**config.mk**
```make
export PLATFORM = sky130hd
export DESIGN_NAME = run_ctrl_flat
export DESIGN_NICKNAME = d
export VERILOG_FILES = /design/src/rtl/run_ctrl_if.sv /design/src/rtl/run_ctrl.sv /design/src/flat_wrapper.sv
export SDC_FILE = /design/constraint.sdc
export NUM_CORES = 1
export LEC_CHECK = 0
export ABC_CLOCK_PERIOD_IN_PS = 3050
export CAP_MARGIN = 20
export CORE_MARGIN = 8
export CORE_UTILIZATION = 50
export DETAILED_ROUTE_END_ITERATION = 7
export PLACE_DENSITY = 0.75
export SKIP_CTS_REPAIR_TIMING = 1
export SLEW_MARGIN = 5
export SYNTH_ARGS = -nofsm -noshare
export SYNTH_HDL_FRONTEND = slang
export SYNTH_SLANG_ARGS = --single-unit
export TNS_END_PERCENT = 100
```
**constraint.sdc**
```tcl
create_clock -name CLK -period 3.05 [get_ports CLK]
set_input_delay 0.4575 -clock CLK [delete_from_list [all_inputs] [get_ports CLK]]
set_output_delay 0.4575 -clock CLK [all_outputs]
set_load 0.01 [all_outputs]
```
**src/rtl/run_ctrl_if.sv**
```systemverilog
// Data-memory port shared between run_ctrl (master) and the memory/CPU side (slave).
interface run_ctrl_if;
  logic       mem_own;
  logic [7:0] mem_addr;
  logic [7:0] mem_wdata;
  logic       mem_we;
  logic [7:0] mem_rdata;

  modport master (output mem_own, mem_addr, mem_wdata, mem_we, input mem_rdata);
  modport slave  (input mem_own, mem_addr, mem_wdata, mem_we, output mem_rdata);
endinterface

```
**src/rtl/run_ctrl.sv**
```systemverilog
// Run sequencer: clears and loads data memory, releases the CPU until halt or
// timeout, then reads the 32-bit result back from mem[5..8].
//   state | meaning
//   IDLE  | waiting for go, CPU held
//   CLEAR | zero data memory, one word per cycle
//   LOAD  | write operand bytes to mem[1..4]
//   RUN   | CPU owns memory and runs, cycles counted
//   READ  | shift mem[5..8] into result
//   DONE  | run finished, results held until next go
module run_ctrl #(
  parameter logic [15:0] TIMEOUT   = 16'd1000,
  parameter int          CLR_DEPTH = 256
) (
  input  logic        CLK,
  input  logic        reset_n,
  input  logic        go,
  input  logic [15:0] op_a,
  input  logic [15:0] op_b,
  run_ctrl_if.master  mem,
  output logic        start,
  input  logic        halt,
  output logic [31:0] result,
  output logic [15:0] cycles,
  output logic        busy,
  output logic        done,
  output logic        timeout
);

  typedef enum logic [2:0] {IDLE, CLEAR, LOAD, RUN, READ, DONE} state_t;

  localparam logic [15:0] CLR_LAST = 16'(CLR_DEPTH - 1);

  state_t      state_q, state_d;
  logic [15:0] tmr_q, tmr_d;
  logic [15:0] op_a_q, op_b_q;
  logic        accept, run_inc, rd_shift, to_set;

  always_ff @(posedge CLK or negedge reset_n) begin
    if (!reset_n) state_q <= IDLE;
    else          state_q <= state_d;
  end

  always_comb begin
    state_d  = state_q;
    tmr_d    = tmr_q;
    accept   = 1'b0;
    run_inc  = 1'b0;
    rd_shift = 1'b0;
    to_set   = 1'b0;
    case (state_q)
      IDLE, DONE: begin
        if (go) begin
          state_d = CLEAR;
          tmr_d   = CLR_LAST;
          accept  = 1'b1;
        end
      end
      CLEAR: begin
        if (tmr_q == 16'd0) begin
          state_d = LOAD;
          tmr_d   = 16'd3;
        end else begin
          tmr_d = tmr_q - 16'd1;
        end
      end
      LOAD: begin
        if (tmr_q == 16'd0) state_d = RUN;
        else                tmr_d   = tmr_q - 16'd1;
      end
      RUN: begin
        // halt takes priority over the timeout terminal count
        if (halt) begin
          state_d = READ;
          tmr_d   = 16'd3;
        end else if (cycles == TIMEOUT - 16'd1) begin
          state_d = DONE;
          to_set  = 1'b1;
        end else begin
          run_inc = 1'b1;
        end
      end
      READ: begin
        rd_shift = 1'b1;
        if (tmr_q == 16'd0) state_d = DONE;
        else                tmr_d   = tmr_q - 16'd1;
      end
      default: state_d = IDLE;
    endcase
  end

  always_ff @(posedge CLK or negedge reset_n) begin
    if (!reset_n) begin
      tmr_q   <= 16'd0;
      op_a_q  <= 16'd0;
      op_b_q  <= 16'd0;
      result  <= 32'd0;
      cycles  <= 16'd0;
      timeout <= 1'b0;
    end else begin
      tmr_q <= tmr_d;
      if (accept) begin
        op_a_q  <= op_a;
        op_b_q  <= op_b;
        result  <= 32'd0;
        cycles  <= 16'd0;
        timeout <= 1'b0;
      end
      if (run_inc && cycles != 16'hFFFF) cycles <= cycles + 16'd1;
      if (rd_shift) result <= {result[23:0], mem.mem_rdata};
      if (to_set) timeout <= 1'b1;
    end
  end

  // Addresses are derived from the down-counter so no separate address register is needed.
  always_comb begin
    mem.mem_own   = 1'b0;
    mem.mem_we    = 1'b0;
    mem.mem_addr  = 8'd0;
    mem.mem_wdata = 8'd0;
    case (state_q)
      CLEAR: begin
        mem.mem_own  = 1'b1;
        mem.mem_we   = 1'b1;
        mem.mem_addr = CLR_LAST[7:0] - tmr_q[7:0];
      end
      LOAD: begin
        mem.mem_own  = 1'b1;
        mem.mem_we   = 1'b1;
        mem.mem_addr = 8'd4 - tmr_q[7:0];
        case (tmr_q[1:0])
          2'd3:    mem.mem_wdata = op_a_q[15:8];
          2'd2:    mem.mem_wdata = op_a_q[7:0];
          2'd1:    mem.mem_wdata = op_b_q[15:8];
          default: mem.mem_wdata = op_b_q[7:0];
        endcase
      end
      READ: begin
        mem.mem_own  = 1'b1;
        mem.mem_addr = 8'd8 - tmr_q[7:0];
      end
      default: ;
    endcase
  end

  assign start = (state_q != RUN);
  assign busy  = (state_q != IDLE) && (state_q != DONE);
  assign done  = (state_q == DONE);

endmodule

```
**src/flat_wrapper.sv**
```systemverilog
// flat-port wrapper written by rule: the top's interface ports become plain ports
module run_ctrl_flat 
#(
  parameter logic [15:0] TIMEOUT   = 16'd1000,
  parameter int          CLR_DEPTH = 256
)
  (CLK, reset_n, go, op_a, op_b, start, halt, result, cycles, busy, done, timeout, mem_mem_own, mem_mem_addr, mem_mem_wdata, mem_mem_we, mem_mem_rdata);
  run_ctrl_if mem_i ();
  input  logic CLK;
  input  logic reset_n;
  input  logic go;
  input  logic [15:0] op_a;
  input  logic [15:0] op_b;
  output logic start;
  input  logic halt;
  output logic [31:0] result;
  output logic [15:0] cycles;
  output logic busy;
  output logic done;
  output logic timeout;
  output wire logic [$bits(mem_i.mem_own)-1:0] mem_mem_own;
  output wire logic [$bits(mem_i.mem_addr)-1:0] mem_mem_addr;
  output wire logic [$bits(mem_i.mem_wdata)-1:0] mem_mem_wdata;
  output wire logic [$bits(mem_i.mem_we)-1:0] mem_mem_we;
  input wire logic [$bits(mem_i.mem_rdata)-1:0] mem_mem_rdata;
  assign mem_mem_own = mem_i.mem_own;
  assign mem_mem_addr = mem_i.mem_addr;
  assign mem_mem_wdata = mem_i.mem_wdata;
  assign mem_mem_we = mem_i.mem_we;
  assign mem_i.mem_rdata = mem_mem_rdata;
  run_ctrl #(.TIMEOUT(TIMEOUT), .CLR_DEPTH(CLR_DEPTH)) u_core (.CLK(CLK), .reset_n(reset_n), .go(go), .op_a(op_a), .op_b(op_b), .mem(mem_i), .start(start), .halt(halt), .result(result), .cycles(cycles), .busy(busy), .done(done), .timeout(timeout));
endmodule
```
==> results of run 1 <==
==> synth_stat cells, types with 8 or more instances <==
master | n | area, um2
nand2_1 | 186 | 698
o21ai_0 | 48 | 240
nor2_1 | 25 | 93.8
inv_1 | 15 | 56.3
a222oi_1 | 8 | 80.1
dfrtp_1 | 100 | 2500
a21oi_1 | 24 | 120
nand3_1 | 8 | 40.0
ha_1 | 8 | 100
clkbuf_1 | 32 | 120
o211ai_1 | 9 | 67.6
nor3_1 | 13 | 65.1
==> flip-flops by register name, indices dropped and copies added (netlist names) <==
register        cells
u_core.tmr_q       16
u_core.op_a_q      16
u_core.timeout      1
u_core.result      32
u_core.cycles      16
u_core.op_b_q      16
u_core.state_q      3
==> area by class of cell <==
| class | instances | area [um2] |
|---|---|---|
| Sequential cell | 100 | 2500 |
| Timing Repair Buffer | 130 | 1290 |
| Multi-Input combinational cell | 455 | 2490 |
| Clock inverter | 6 | 45.0 |
| Clock buffer | 10 | 138 |
| Tap cell | 136 | 170 |
| Inverter | 16 | 60.1 |
| Fill cell | 881 | 3490 |
==> critical path, stage by stage, from the launching register on <==
cell and delay [ns]:
dfrtp_1 0.42, nor3b_4 0.23, inv_2 0.06, ha_1 0.31, xor2_1 0.21, a22oi_1 0.10, o21ai_1 0.18, clkdlybuf4s50_1 0.57
==> path summary, 6_finish.rpt <==
check | depth (start not counted) | start | endpoint | slack (ns)
min in group CLK | 2 | u_core.op_b_q[7] | u_core.op_b_q[7] | 0.48
worst max-delay path | 7 | u_core.state_q[1] | mem_mem_addr[2] | 0.15
worst min-delay path | 1 | reset_n | u_core.result[29] | 0.1
max in group asynchronous | 2 | reset_n | u_core.tmr_q[1] | 2.23
worst min register to register | 2 | u_core.op_b_q[7] | u_core.op_b_q[7] | 0.48
worst max register to register | 7 | u_core.cycles[0] | u_core.cycles[3] | 0.44
==> layer usage <==
layer	share of wire	global-route usage	vias to the layer above
li1	-	-	2318
met4	0.0087	0.0536	0
met5	0	0	-
met2	0.49	0.329	171
met3	0.060	0.0446	12
met1	0.45	0.259	2327
==> power groups by stage <==
stage                     Clock, mW  Combinational, mW  Sequential [mW]
after global placement            0               2.34             2.04
after global routing          0.857               2.69             2.10
after detailed placement          0               2.40             2.06
final                         0.783               2.42             2.04
after CTS                     0.813               2.42             2.03
after floorplan                   0               1.50             1.99
==> kinds of logic after synthesis <==
group	Yosys count
adder cells (fa/ha/maj)	8
multiplexers	6
AND/OR/NAND/NOR	293
flip-flops	100
XOR/XNOR	8
buffers and inverters	56
AO/OA/AOI/OAI	140
==> results.yml, run 1 <==
timing:
  finalCritPeriodShare: 0.950
  whs_ns: 0.0972
  worstMarginPinSlew_ns: 0.626
  skew_ns: 0.0116
  setup_tns_ns: 0
  finalHoldViolCount: 0
  rsz0062_at_grt: "no"
  max_slew_margin: 0.570
  setup_viol: 0
  drv_slew: 0
  fmax_mhz: 345
  setup_ws_ns: 0.153
  period_needed_ns: 2.90
global_routing:
  grt_pass1_vias: 4805
  groute.usage.overall: 0.200
  antenna_found_initial: 0
  grt_max_degree: 56
  grt_overflow_total: 0
  grt_pass1_wl_mm: 23.5
route:
  num_vias: 4828
  viasPerCell: 5.66
  firstDrtPassIters: 6
  drtIter0Drc: 323
  post_drt_wl_per_cell_um: 16.3
  final_antenna_net_count: 0
  wl_mm: 13.9
  drc: 0
run_status:
  status: "completed"
cts:
  cts_tree: "done"
  cts_buffer_depth: 2
  insertion_delay_ns: 0.36
  cts-buffers-inserted: 9
  cts_root_buffer: "clkbuf_8"
  htree_num_levels: 3
  cts_sinks: 100
  clk_pin_slew_ns: 0.09
pwr:
  powerDensity_nw_per_um2: 783
  finalPower_mw: 5.25
  pwr-share-clk: 0.149
  combPwrFrac: 0.461
  switching_power_mw: 2.11
  internal-power_mw: 3.14
  p_leak_nw: 3.02
  swShare: 0.402
  ir_drop_mv: 0.392
  power_frac_seq: 0.390
finish:
  final_cells: 853
  layout-drive-gt1-share: 0.0753
  utilization: 0.657
  finish.instance_area_um2: 6700
  layout_common_cells: "nand2_1, clkdlybuf4s50_1, dfrtp_1, o21ai_0, nor2_1"
  antenna_cells: 0
  nNetsFinal: 764
  final_common_cell: "nand2_1"
  syn_to_final_growth_pct: 29.2
yosys:
  synth_warnings: 0
  synth_top_family_by_area: "simple AND/OR/NAND/NOR gates"
  avgSynthCellArea_um2: 8.48
  synth_edf_count: 0
  ys_async_sr_fraction: 1.00
  syn_area_um2: 5180
  synth_xor_xnor_area_share: 0.0135
  synth_seq_area_share: 0.483
  synthMuxAreaShare: 0.0118
  ys_ff_latch: 100
  synth_cells: 611
  synth_compound_gate_area_share: 0.177
  synth_ff_type: "dfrtp_1"
  yosys.area_share.simple: 0.253
  ys_types: 58
  synthesis.nets: 663
  synthAdderAreaFrac: 0.0193
critical_path:
  crit_required_ns: 2.59
  critPathKind: "reg -> out"
  end_kind: "output port"
  worstPathArrival_ns: 2.44
  start_kind: "register"
  path_max_fanout: 3
job:
  maxCapViolCount: 0
placement:
  pre_cts_ws_ns: 0.0427
  place.detailed.hpwl_mm: 9.94
  port-buffer-count: 113
  place_area_um2: 6460
  place_inst: 836
  gp_congestion: 0.928
worst_hold_path:
  hold_path.class: "in -> async"
floorplan:
  fp.coreArea_um2: 10200
  dieArea_um2: 13900
  die_y_um: 118
  start_util: 0.509
  ios: 114
  die_w_um: 118
  num_rows: 37
(Power assumes the default switching activity.)
==> run 2: changes to the inputs <==
- ABC_CLOCK_PERIOD_IN_PS: 3050 -> 3370
- SKIP_LAST_GASP: default -> 1
- clock period: 3.05 -> 3.37 ns (I/O delays scaled with it)
==> run 2 against run 1 <==
Sequential cell count did not move. Utilization shrank 0.27 points. Sequential share of layout area grew 0.14 points. Setup slack got worse by 0.028 ns. Register-to-register slack improved by 0.06 ns. Non-clock buffer count decreased by 5. Die area unchanged. First-iteration DRC count rose by 11%.
==> results.yml, run 2 (synthesis results as in run 1) <==
finish:
  largest_reg_flops: 32
  antenna_cells: 0
  finish.instance_area_um2: 6670
  fill_cells: 878
  syn_to_final_growth_pct: 28.7
  regMostFlops: "u_core.result"
  layout-drive-gt1-share: 0.0632
  final_common_cell: "nand2_1"
  layout_common_cells: "nand2_1, clkdlybuf4s50_1, dfrtp_1, o21ai_0, nor2_1"
  nNetsFinal: 759
critical_path:
  critPathKind: "reg -> out"
  end_kind: "output port"
  worstPathArrival_ns: 2.74
  crit_required_ns: 2.86
  path_max_fanout: 3
  start_kind: "register"
global_routing:
  grt_max_degree: 55
  grt_overflow_total: 0
  groute.usage.overall: 0.203
  grt_pass1_vias: 4753
  antenna_found_initial: 0
  grt_pass1_wl_mm: 23.7
placement:
  place_area_um2: 6410
  port-buffer-count: 113
  place.detailed.hpwl_mm: 10.0
  pre_cts_ws_ns: 0.312
  gp_congestion: 0.918
route:
  final_antenna_net_count: 0
  num_vias: 4809
  drc: 0
  wl_mm: 14.1
  drtIter0Drc: 358
  firstDrtPassIters: 8
  post_drt_wl_per_cell_um: 16.6
  viasPerCell: 5.67
timing:
  setup_ws_ns: 0.125
  max_slew_margin: 0.447
  drv_slew: 0
  skew_ns: 0.0117
  fmax_mhz: 308
  rsz0062_at_grt: "yes"
  worstMarginPinSlew_ns: 0.826
  period_needed_ns: 3.25
  finalHoldViolCount: 0
  setup_tns_ns: 0
  finalCritPeriodShare: 0.963
  setup_viol: 0
pwr:
  combPwrFrac: 0.442
  swShare: 0.406
  switching_power_mw: 1.98
  power_frac_seq: 0.383
  p_leak_nw: 2.99
  powerDensity_nw_per_um2: 731
  ir_drop_mv: 0.376
  internal-power_mw: 2.89
  finalPower_mw: 4.87
  pwr-share-clk: 0.175
cts:
  insertion_delay_ns: 0.37
  clk_pin_slew_ns: 0.11
  cts_buffer_depth: 2
  cts_sinks: 100
  cts_tree: "done"
  htree_num_levels: 3
  cts-buffers-inserted: 9
  cts_root_buffer: "clkbuf_8"
worst_hold_path:
  hold_path.class: "in -> async"
floorplan:
  dieArea_um2: 13900
  num_rows: 37
  ios: 114
  start_util: 0.509
  die_y_um: 118
  fp.coreArea_um2: 10200
  die_w_um: 118
job:
  maxCapViolCount: 0
run_status:
  status: "completed"
run 2: cell types whose count changed in the layout (fill, tap and decap cells not counted), moves of 2 or more:
| cell | before | now |
|---|---|---|
| buf_4 | 16 | 12 |
| clkdlybuf4s50_1 | 107 | 110 |
| clkinvlp_4 | 3 | 0 |
| dlymetal6s2s_1 | 5 | 2 |
| ha_1 | 6 | 8 |
| ha_2 | 2 | 0 |
| inv_8 | 0 | 3 |
run 2: critical path, stage by stage (launching register included):
cell and delay (ns):
dfrtp_1 0.42, nor3b_4 0.28, inv_2 0.07, ha_1 0.31
nor3b_2 0.18, o21ai_1 0.18, a21oi_1 0.11, xor2_1 0.15
o22ai_1 0.12, clkdlybuf4s50_1 0.56
run 2: routing by layer:
layer / track usage / vias to the layer above / wire, um
met2: 0.329 / 152 / 6850
met4: 0.0536 / 0 / 172
li1: - / 2311 / -
met5: 0 / - / 0
met3: 0.0494 / 15 / 817
met1: 0.266 / 2331 / 6250
run 2: final cells by class:
type	count	area [um2]	share of cell area
sequential	100	2500	0.375
multi-input combinational	455	2480	0.372
timing repair buffer	125	1240	0.185
tap	136	170	0.0255
clock buffer	9	124	0.0186
clock inverter	7	97.6	0.0146
inverter	16	60.1	0.00901
run 2: path summary, 6_finish.rpt:
kind	start	end	slack [ns]	cells after the start
worst max-delay path	u_core.state_q[1]	mem_mem_addr[5]	0.12	9
worst min-delay path	reset_n	u_core.result[28]	0.14	1
worst max register to register	u_core.tmr_q[0]	u_core.tmr_q[9]	0.50	8
worst min register to register	u_core.op_a_q[12]	u_core.op_a_q[12]	0.49	2
max in group asynchronous	reset_n	u_core.cycles[10]	2.37	2
min in group CLK	u_core.op_a_q[12]	u_core.op_a_q[12]	0.49	2
run 2: power groups by stage:
| stage | logic (mW) | clock network, mW | registers (mW) |
|---|---|---|---|
| after global placement | 2.08 | 0 | 1.86 |
| after floorplan | 1.36 | 0 | 1.80 |
| after CTS | 2.16 | 0.869 | 1.86 |
| after detailed placement | 2.14 | 0 | 1.88 |
| after global routing | 2.40 | 0.919 | 1.92 |
| final | 2.15 | 0.852 | 1.87 |
run 2: through the flow:
step,std cells,utilization,hold WS [ns]
2_1_floorplan,611,-,0.210
3_3_place_gp,832,0.630,0.458
3_5_place_dp,832,0.630,0.463
4_1_cts,848,0.652,0.168
5_1_grt,848,0.655,0.177
6_report,848,0.655,0.141
==> run 3: changes to the inputs <==
- CORE_ASPECT_RATIO: default -> 0.8
- GPL_ROUTABILITY_DRIVEN: default -> 0
==> run 3 against run 2 <==
The run now ends with setup timing left. Utilization is 1.1 points higher. Die area grew 0.14%. Combinational power about the same. Sequential power is essentially flat. First-iteration DRC count increased by 28%.
==> results.yml, run 3 (synthesis results as in run 1) <==
route:
  num_vias: 4860
  firstDrtPassIters: 6
  wl_mm: 14.2
  drc: 0
  post_drt_wl_per_cell_um: 16.6
  final_antenna_net_count: 0
  drtIter0Drc: 457
  viasPerCell: 5.69
finish:
  finish.instance_area_um2: 6760
  utilization: 0.666
  antenna_cells: 0
  syn_to_final_growth_pct: 30.5
  layout-drive-gt1-share: 0.0616
  fill_cells: 867
  final_common_cell: "nand2_1"
  regArea_um2: 2500
  multiInputGateArea_um2: 2470
  nNetsFinal: 761
  layout_common_cells: "nand2_1, clkdlybuf4s50_1, dfrtp_1, o21ai_0, nor2_1"
  largest_reg_flops: 32
  regMostFlops: "u_core.result"
critical_path:
  crit_start: "u_core.state_q[1]"
  worstPathArrival_ns: 2.94
  end_kind: "output port"
  start_kind: "register"
  critPathKind: "reg -> out"
  r2r_cells: 7
  reg2reg_slack_ns: 0.70
  crit_required_ns: 2.86
  worstReg2RegEnd: "u_core.tmr_q[1]"
  reg2reg_from: "u_core.tmr_q[0]"
  path_max_fanout: 3
timing:
  rsz0062_at_grt: "yes"
  whs_ns: 0.168
  fmax_mhz: 290
  setup_viol: 1
  finalHoldViolCount: 0
  period_needed_ns: 3.45
  setup_ws_ns: -0.0793
  skew_ns: 0.00599
  drv_slew: 0
  finalCritPeriodShare: 1.02
  max_slew_margin: 0.531
  worstMarginPinSlew_ns: 0.684
cts:
  htree_num_levels: 3
  cts_sinks: 100
  cts_buffer_depth: 2
  cts_tree: "done"
  cts_root_buffer: "clkbuf_16"
  cts-buffers-inserted: 9
  clk_pin_slew_ns: 0.07
  insertion_delay_ns: 0.34
floorplan:
  dieArea_um2: 13900
  fp.coreArea_um2: 10200
  ios: 114
  num_rows: 33
  die_y_um: 107
  die_w_um: 130
  start_util: 0.510
pwr:
  powerDensity_nw_per_um2: 751
  switching_power_mw: 1.96
  swShare: 0.387
  ir_drop_mv: 0.533
  power_frac_seq: 0.370
  pwr-share-clk: 0.206
  combPwrFrac: 0.425
  p_leak_nw: 3.04
  internal-power_mw: 3.11
global_routing:
  grt_pass1_wl_mm: 22.8
  grt_overflow_total: 0
  grt_pass1_vias: 4569
  antenna_found_initial: 0
  grt_max_degree: 56
  groute.usage.overall: 0.202
run_status:
  status: "complete, but fails checks"
  violations: "setup timing"
placement:
  pre_cts_ws_ns: 0.202
  port-buffer-count: 113
  place_area_um2: 6440
  place.detailed.hpwl_mm: 9.93
job:
  maxCapViolCount: 0
worst_hold_path:
  hold_path.class: "in -> async"
run 3: changes by cell type in the layout (fill, tap and decap cells not counted):
| cell | delta |
|---|---|
| inv_2 | -1 |
| clkinv_8 | -1 |
| a21oi_1 | +1 |
| a21boi_0 | +1 |
| inv_8 | -2 |
| clkbuf_8 | -9 |
| clkinv_1 | +1 |
| a21oi_2 | -1 |
| clkinv_2 | +2 |
| clkbuf_16 | +9 |
| buf_4 | +2 |
| a21boi_1 | -1 |
| clkbuf_1 | +1 |
run 3: per-layer routing:
metal  vias to the layer above  routed length, um  GRT usage
met5                         -                  0          0
met3                        15                911     0.0417
met1                      2356               6260      0.262
met2                       180               6870      0.339
met4                         0                131     0.0488
li1                       2309                  -          -
run 3: how the worst max path moves through the flow:
stage / end / cells after the start
after floorplan: mem_mem_addr[7] / 10
after global placement: mem_mem_addr[7] / 9
after detailed placement: mem_mem_addr[7] / 9
after CTS: mem_mem_addr[7] / 9
after global routing: mem_mem_addr[7] / 9
final: mem_mem_addr[7] / 9
run 3: metrics by stage:
step,power (mW),instances,setup TNS [ns]
6_report,5.08,854,-0.0793
5_1_grt,5.42,854,-0.179
4_1_cts,5.08,853,-0.377
3_5_place_dp,4.02,837,0
3_3_place_gp,3.94,837,0
2_1_floorplan,3.16,611,0
run 3: power by group through the flow:
stage	Combinational [mW]	Clock, mW	Sequential [mW]
after global placement	2.08	0	1.86
after CTS	2.16	1.06	1.86
final	2.16	1.05	1.88
after floorplan	1.36	0	1.80
after detailed placement	2.14	0	1.88
after global routing	2.39	1.11	1.92
run 3: layout make-up:
class,instances,share of cell area
Inverter,16,0.00888
Sequential cell,100,0.370
Timing Repair Buffer,127,0.185
Tap cell,140,0.0259
Clock buffer,10,0.0339
Multi-Input combinational cell,455,0.366
Clock inverter,6,0.0102
run 3: worst max-delay path, stage by stage (launching register included):
cell             delay [ns]
dfrtp_1                0.41
nor3b_4                0.28
clkinv_1               0.15
ha_1                   0.35
nor3b_2                0.21
o21ai_1                0.10
a21boi_0               0.23
xor2_1                 0.12
o22ai_1                0.18
clkdlybuf4s50_1        0.58
